### config.mk
export PLATFORM = sky130hd
export DESIGN_NAME = uart_rx_fifo
export DESIGN_NICKNAME = d
export VERILOG_FILES = /design/src/rtl/uart_rx_fifo.sv
export SDC_FILE = /design/constraint.sdc
export NUM_CORES = 1
export LEC_CHECK = 0
export CAP_MARGIN = 20
export CORE_MARGIN = 8
export CORE_UTILIZATION = 25
export DETAILED_ROUTE_END_ITERATION = 12
export DONT_BUFFER_PORTS = 1
export GPL_TIMING_DRIVEN = 0
export HOLD_SLACK_MARGIN = 0.03
export SETUP_SLACK_MARGIN = 0.02
export SLEW_MARGIN = 10
export SYNTH_ARGS = -nofsm -noshare
export SYNTH_HDL_FRONTEND = slang
export SYNTH_SLANG_ARGS = --single-unit
export TNS_END_PERCENT = 50
### constraint.sdc
create_clock -name clk -period 3 [get_ports clk]
set_input_delay 0.45 -clock clk [delete_from_list [all_inputs] [get_ports clk]]
set_output_delay 0.45 -clock clk [all_outputs]
set_load 0.01 [all_outputs]
### src/rtl/uart_rx_fifo.sv
// Byte FIFO sitting behind the UART receiver: captures strobed bytes, presents them
// show-ahead over valid/ready, and drops/counts bytes that arrive while full.
module uart_rx_fifo #(
    parameter int DEPTH  = 8,
    parameter int ADDR_W = 3
) (
    input  logic              clk,
    input  logic              reset,
    input  logic              wr_valid,
    input  logic [7:0]        wr_data,
    input  logic              rd_ready,
    output logic              rd_valid,
    output logic [7:0]        rd_data,
    output logic [ADDR_W:0]   count,
    output logic              full,
    output logic              empty,
    output logic              overflow,
    input  logic              clr_overflow,
    output logic [7:0]        drop_count
);

    localparam logic [ADDR_W:0] DEPTH_C = (ADDR_W + 1)'(DEPTH);

    logic [7:0]        mem_q [DEPTH];
    logic [ADDR_W-1:0] wp_q, wp_d;
    logic [ADDR_W-1:0] rp_q, rp_d;
    logic [ADDR_W:0]   count_q, count_d;
    logic              overflow_q, overflow_d;
    logic [7:0]        drop_count_q, drop_count_d;
    logic              pop, push, drop;

    // Status flags come straight from the count register, never from the handshake inputs.
    assign full       = (count_q == DEPTH_C);
    assign empty      = (count_q == '0);
    assign rd_valid   = !empty;
    assign rd_data    = mem_q[rp_q];
    assign count      = count_q;
    assign overflow   = overflow_q;
    assign drop_count = drop_count_q;

    always_comb begin
        pop          = rd_valid & rd_ready;
        push         = wr_valid & (!full | pop);
        drop         = wr_valid & full & !pop;
        wp_d         = wp_q;
        rp_d         = rp_q;
        count_d      = count_q;
        overflow_d   = overflow_q;
        drop_count_d = drop_count_q;

        if (push) wp_d = wp_q + ADDR_W'(1);
        if (pop)  rp_d = rp_q + ADDR_W'(1);

        case ({push, pop})
            2'b10:   count_d = count_q + (ADDR_W + 1)'(1);
            2'b01:   count_d = count_q - (ADDR_W + 1)'(1);
            default: count_d = count_q;
        endcase

        if (clr_overflow) begin
            overflow_d   = 1'b0;
            drop_count_d = '0;
        end
        // A drop in the same cycle as a clear wins, so the clear restarts the count at one.
        if (drop) begin
            overflow_d = 1'b1;
            if (clr_overflow)
                drop_count_d = 8'd1;
            else if (drop_count_q != 8'hFF)
                drop_count_d = drop_count_q + 8'd1;
        end
    end

    always_ff @(posedge clk or negedge reset) begin
        if (!reset) begin
            wp_q         <= '0;
            rp_q         <= '0;
            count_q      <= '0;
            overflow_q   <= 1'b0;
            drop_count_q <= '0;
            for (int i = 0; i < DEPTH; i++) mem_q[i] <= '0;
        end else begin
            wp_q         <= wp_d;
            rp_q         <= rp_d;
            count_q      <= count_d;
            overflow_q   <= overflow_d;
            drop_count_q <= drop_count_d;
            if (push) mem_q[wp_q] <= wr_data;
        end
    end

endmodule

# Yosys cells after proc, flatten, opt, wreduce, memory -nomap -nowiden
# Cells that the tools add are included.
# totals
register_bits	83
inputBits	13
rom_bits	0
ram_bits	0
n_memories	0
out_inout_bits	24
word_cells	52
latchBits	0
# classes
reduce_logical	7
muxes	13
bitwise	7
order_cmp	3
n_mul	0
n_eq_ne	4
add_sub_neg	5
div_mod_pow	0
shift	0
# op_table
operator	n
$bwmux W64	1
$mux W8	7
$bmux W8 S3	1
$demux W8 S3	1
$add A8 B1 Y8 const B	1
$ge A4 B4 Y1 const B	2
$ne A8 B8 Y1 const B	1
$not A3 Y4	2
$pmux W4 S2	1
$add A3 B1 Y3 const B	2
$add A4 B1 Y4 const B	1
$and A1 B1 Y1	4
$eq A4 B4 Y1 const B	1
$logic_not A4 Y1	1
$lt A4 B1 Y1 const B	1
$reduce_bool A2 Y1	2
$sub A4 B1 Y4 const B	1
$logic_not A1 Y1	3
$eq A2 B1 Y1 const B	1
$eq A2 B2 Y1 const B	1
$mux W1	2
$logic_and A1 B1 Y1	1
$or A1 B1 Y1	1

# Depth between registers and ports, before layout
# logic_depth
word_depth	7
ltp_mapped	10
mapped_depth_nobuf	9

# Least setup slack after synthesis
# OpenSTA, ideal clock, no wires.
# synth_path
path_kind	register to register
startpoint	register count_q[3] (netlist: count[3])
endpoint	register count_q[3] (netlist: count[3])
arrival_ns	2.495
setup_time_ns	0.116
period_less_slack_ns	2.610
n_path_buf	1
t_required_ns	2.884
path_slack_ns	0.390
stages_incl_launch_ff	9
cell_sequence	dfrtp_1 -> or4_1 -> and2_1 -> clkbuf_1 -> ha_1 -> ha_1 -> a21oi_1 -> o21ai_0 -> o311ai_0
# synth_between
elab_chain_len	7
elab_cells_between_ends	13
cone_classes	2 x add/sub; 3 x eq/ne; 1 x mux; 3 x bitwise; 4 x reduce/logical
# synth_lines
element	line_no	rtl
start: declaration	27	logic [ADDR_W:0] count_q, count_d;
start signal: assignment	85	count_q <= count_d;
$logic_not A4 Y1 *	34	assign empty = (count_q == '0);
$logic_not A1 Y1 *	35	assign rd_valid = !empty;
net rd_valid	12	output logic rd_valid,
$and A1 B1 Y1 *	42	pop = rd_valid & rd_ready;
net pop	30	logic pop, push, drop;
$or A1 B1 Y1	43	push = wr_valid & (!full | pop);
$and A1 B1 Y1	43	
$eq A2 B1 Y1 or $eq A2 B2 Y1 (tied branches)	54	case ({push, pop})
$pmux W4 S2 or $reduce_bool A2 Y1 (tied branches)	-	
# The timed path passes the listed nets; every way through them passes the cells marked *.
# A chain may end at the register's enable or synchronous reset.

# Worst setup path after layout
# Ends and elaborated chain as after synthesis.

==> flow_summary.json <==
{
  "setup_violations": 0,
  "drv_cap": 0,
  "reg2reg_depth": 9,
  "grt_max_degree": 84,
  "rr_endpoint": "count[3]",
  "instances_no_fill": 514,
  "fill_cells": 1639,
  "final.setup_skew_ns": 0.00791,
  "power.switching_mw": 1.56,
  "die-area_mm2": 0.0205,
  "synthesis.area_mm2": 0.00405,
  "ant_nets": 0,
  "core_mm2": 0.0159,
  "synth_xor_area_share_pct": 1.30,
  "rsz0062_at_grt": "false",
  "routed_wl_um": 8320,
  "multiInputGateArea_mm2": 0.00186,
  "syn2layout_area_growth_pct": 15.5,
  "floorplan.initialDensity_pct": 25.5,
  "grt_pass1_wl_um": 13600,
  "routedWlPerCell_um": 16.2,
  "synth_compound_area_share_pct": 3.21,
  "antenna_found_initial": 0,
  "final_common_cell": "dfrtp_1",
  "clockRootBuffer": "clkbuf_16",
  "finalCriticalPeriod_ns": 2.79,
  "cts_tree": "done",
  "max_freq_ghz": 0.359,
  "final_core_util_pct": 29.5,
  "crit_required_ns": 3.19,
  "ys_seq_elements": 83,
  "yosys.area_share.simple_pct": 7.84,
  "dp.cells": 496,
  "min_delay_path_depth": 1,
  "post-dp-hpwl_um": 5500,
  "regToRegSetupSlack_ns": 0.21,
  "synth_top_family_by_area": "multiplexers",
  "clk_pin_slew_ns": 0.06,
  "cts_setup_buffers": 0,
  "num_vias": 2335,
  "relSlewSlack_pct": 52.9,
  "min_from": "clr_overflow",
  "cts_made_buffers": 9,
  "dp_slack_ns": 0.0913,
  "track_usage_pct": 8.79,
  "status": "finished, final reports clean",
  "synth_fp_nets": 300,
  "period_share_pct": 92.8,
  "die_h_um": 143,
  "min_path_type": "in2reg",
  "tightest_slew_ns": 0.707,
  "drive_gt1_share_pct": 40.6,
  "final_cell_mix": "dfrtp_1 (83), mux2_2 (57), mux4_2 (16), mux2_4 (16), nand2_1 (12)",
  "finalWorstSetupSlack_ns": 0.215,
  "die_w_um": 143,
  "synth-edff-count": 0,
  "drc": 0,
  "first_pass_iters": 4,
  "via_per_inst": 4.54,
  "synth.distinct_cells": 46,
  "cts_max_level": 3,
  "pwr-share-clk_pct": 22.9,
  "nNetsFinal": 313,
  "slew_viol_final": 0,
  "synth.yosys.seq_area_share_pct": 51.3,
  "crit_type": "reg2reg",
  "clockBufferDepth": 2,
  "hold_end": "drop_count[3]",
  "cts_sinks": 83,
  "async_flop_share_pct": 100,
  "power_density_mw_per_mm2": 1070,
  "ir_drop_uv": 379,
  "seqCellArea_mm2": 0.00208,
  "setup_tns_ns": 0,
  "clk_latency_ns": 0.34,
  "grt_pass1_vias": 2542,
  "worstSetupStartpointType": "register",
  "pwr-share-seq_pct": 38.3,
  "port_buffers": 0,
  "synth.area.mux_share_pct": 31.2,
  "cp-end-kind": "register",
  "p_comb_share_pct": 38.8,
  "synthAdderAreaFrac_pct": 2.35,
  "drtIter0Drc": 70,
  "antenna_cells": 0,
  "finalWeightedCongestion": 0.713,
  "synthFlopType": "dfrtp_1",
  "syn_avg_cell_area_um2": 14.5,
  "yosys_warnings": 0,
  "netSwitchingFraction_pct": 31.1,
  "arrival_ns": 2.97,
  "power_leakage_nw": 2.00,
  "path_max_fanout": 8,
  "boundaryPins": 37,
  "rr_startpoint": "count[3]",
  "synthCells": 280,
  "rows": 46,
  "hold_violations": 0,
  "overflow": 0,
  "p_int_mw": 3.45
}
state kept, by name (all words and copies together), names as in the netlist:
name,flops
mem_q,64
drop_count,8
count,4
rp_q,3
wp_q,3
overflow,1
final cells by class:
cell class	instances	area share, %
Clock inverter	4	1.20
Sequential cell	83	44.4
Tap cell	216	5.78
Timing Repair Buffer	2	0.802
Inverter	10	0.909
Buffer	14	1.60
Multi-Input combinational cell	173	39.8
Clock buffer	12	5.48
power groups by stage:
stage          Combinational [mW]  Clock [mW]  Sequential [mW]
6_report                     1.94        1.15             1.92
5_1_grt                      2.12        1.23             1.99
4_1_cts                      1.99        1.18             1.92
3_5_place_dp                 1.96           0             1.94
3_3_place_gp                 1.89           0             1.89
2_1_floorplan                1.63           0             1.84
repair_timing:
item | in CTS | in global routing
hold buffers | 2 | 0
setup endpoints to repair | 1 | 1
cloned | 0 | 0
endpoints found under the hold margin | 83 | 0
gates resized for setup | 1 | 2
kinds of logic (layout without fill, tap and decap cells):
group / Yosys count / in the layout
AOI/OAI and AO/OA: 20 / 20
xor gates and xnor gates: 6 / 6
adders and majority gates: 7 / 7
buffers and inverters: 24 / 42
DFF: 83 / 83
muxes: 91 / 91
and+or+nand+nor: 49 / 49
cells in the mapped netlist (3+ instances only):
| master | instances | area (um2) |
|---|---|---|
| a21oi_1 | 5 | 25.0 |
| clkbuf_1 | 7 | 26.3 |
| dfrtp_1 | 83 | 2080 |
| ha_1 | 6 | 75.1 |
| inv_1 | 9 | 33.8 |
| mux2_2 | 57 | 642 |
| mux2_4 | 16 | 240 |
| mux4_2 | 16 | 360 |
| nand2_1 | 12 | 45.0 |
| nand3_1 | 5 | 25.0 |
| nand4b_2 | 3 | 45.0 |
| nor2_1 | 4 | 15.0 |
| nor3_1 | 5 | 25.0 |
| o21ai_0 | 6 | 30.0 |
| xnor2_1 | 4 | 35.0 |
worst max-delay path by stage:
stage | end | slack, ns | from | cells after the start
floorplan | count[3] | 0.39 | count[3] | 8
finish | count[3] | 0.21 | count[3] | 9
detailed placement | count[3] | 0.09 | count[3] | 9
CTS | count[3] | 0.05 | count[3] | 8
global route | count[3] | 0.04 | count[3] | 9
global placement | count[3] | 0.12 | count[3] | 8
per-stage QoR:
step | hold slack, ns | cell area, um2 | power, mW
after floorplan | 0.154 | 4050 | 3.47
after global placement | 0.158 | 4320 | 3.79
after detailed placement | 0.159 | 4320 | 3.89
after CTS | 0.155 | 4670 | 5.09
after global routing | 0.156 | 4680 | 5.34
final | 0.170 | 4680 | 5.01
per-layer routing:
| metal | vias to the layer above | GRT usage (%) | routed length (um) |
|---|---|---|---|
| li1 | 1067 | - | - |
| met1 | 1202 | 10.8 | 3660 |
| met2 | 54 | 13.8 | 3930 |
| met3 | 12 | 3.19 | 589 |
| met4 | 0 | 3.54 | 142 |
| met5 | - | 0 | 0 |
critical path, stage by stage, from the launching register on:
cell and delay [ns]:
dfrtp_1 0.47, or4_4 0.61, and2_1 0.19, clkbuf_1 0.17, ha_2 0.27, ha_1 0.33
inv_1 0.06, nor4_1 0.27, nand4b_1 0.15, o311ai_0 0.12
No activity file was read; power rests on OpenSTA's default activity.
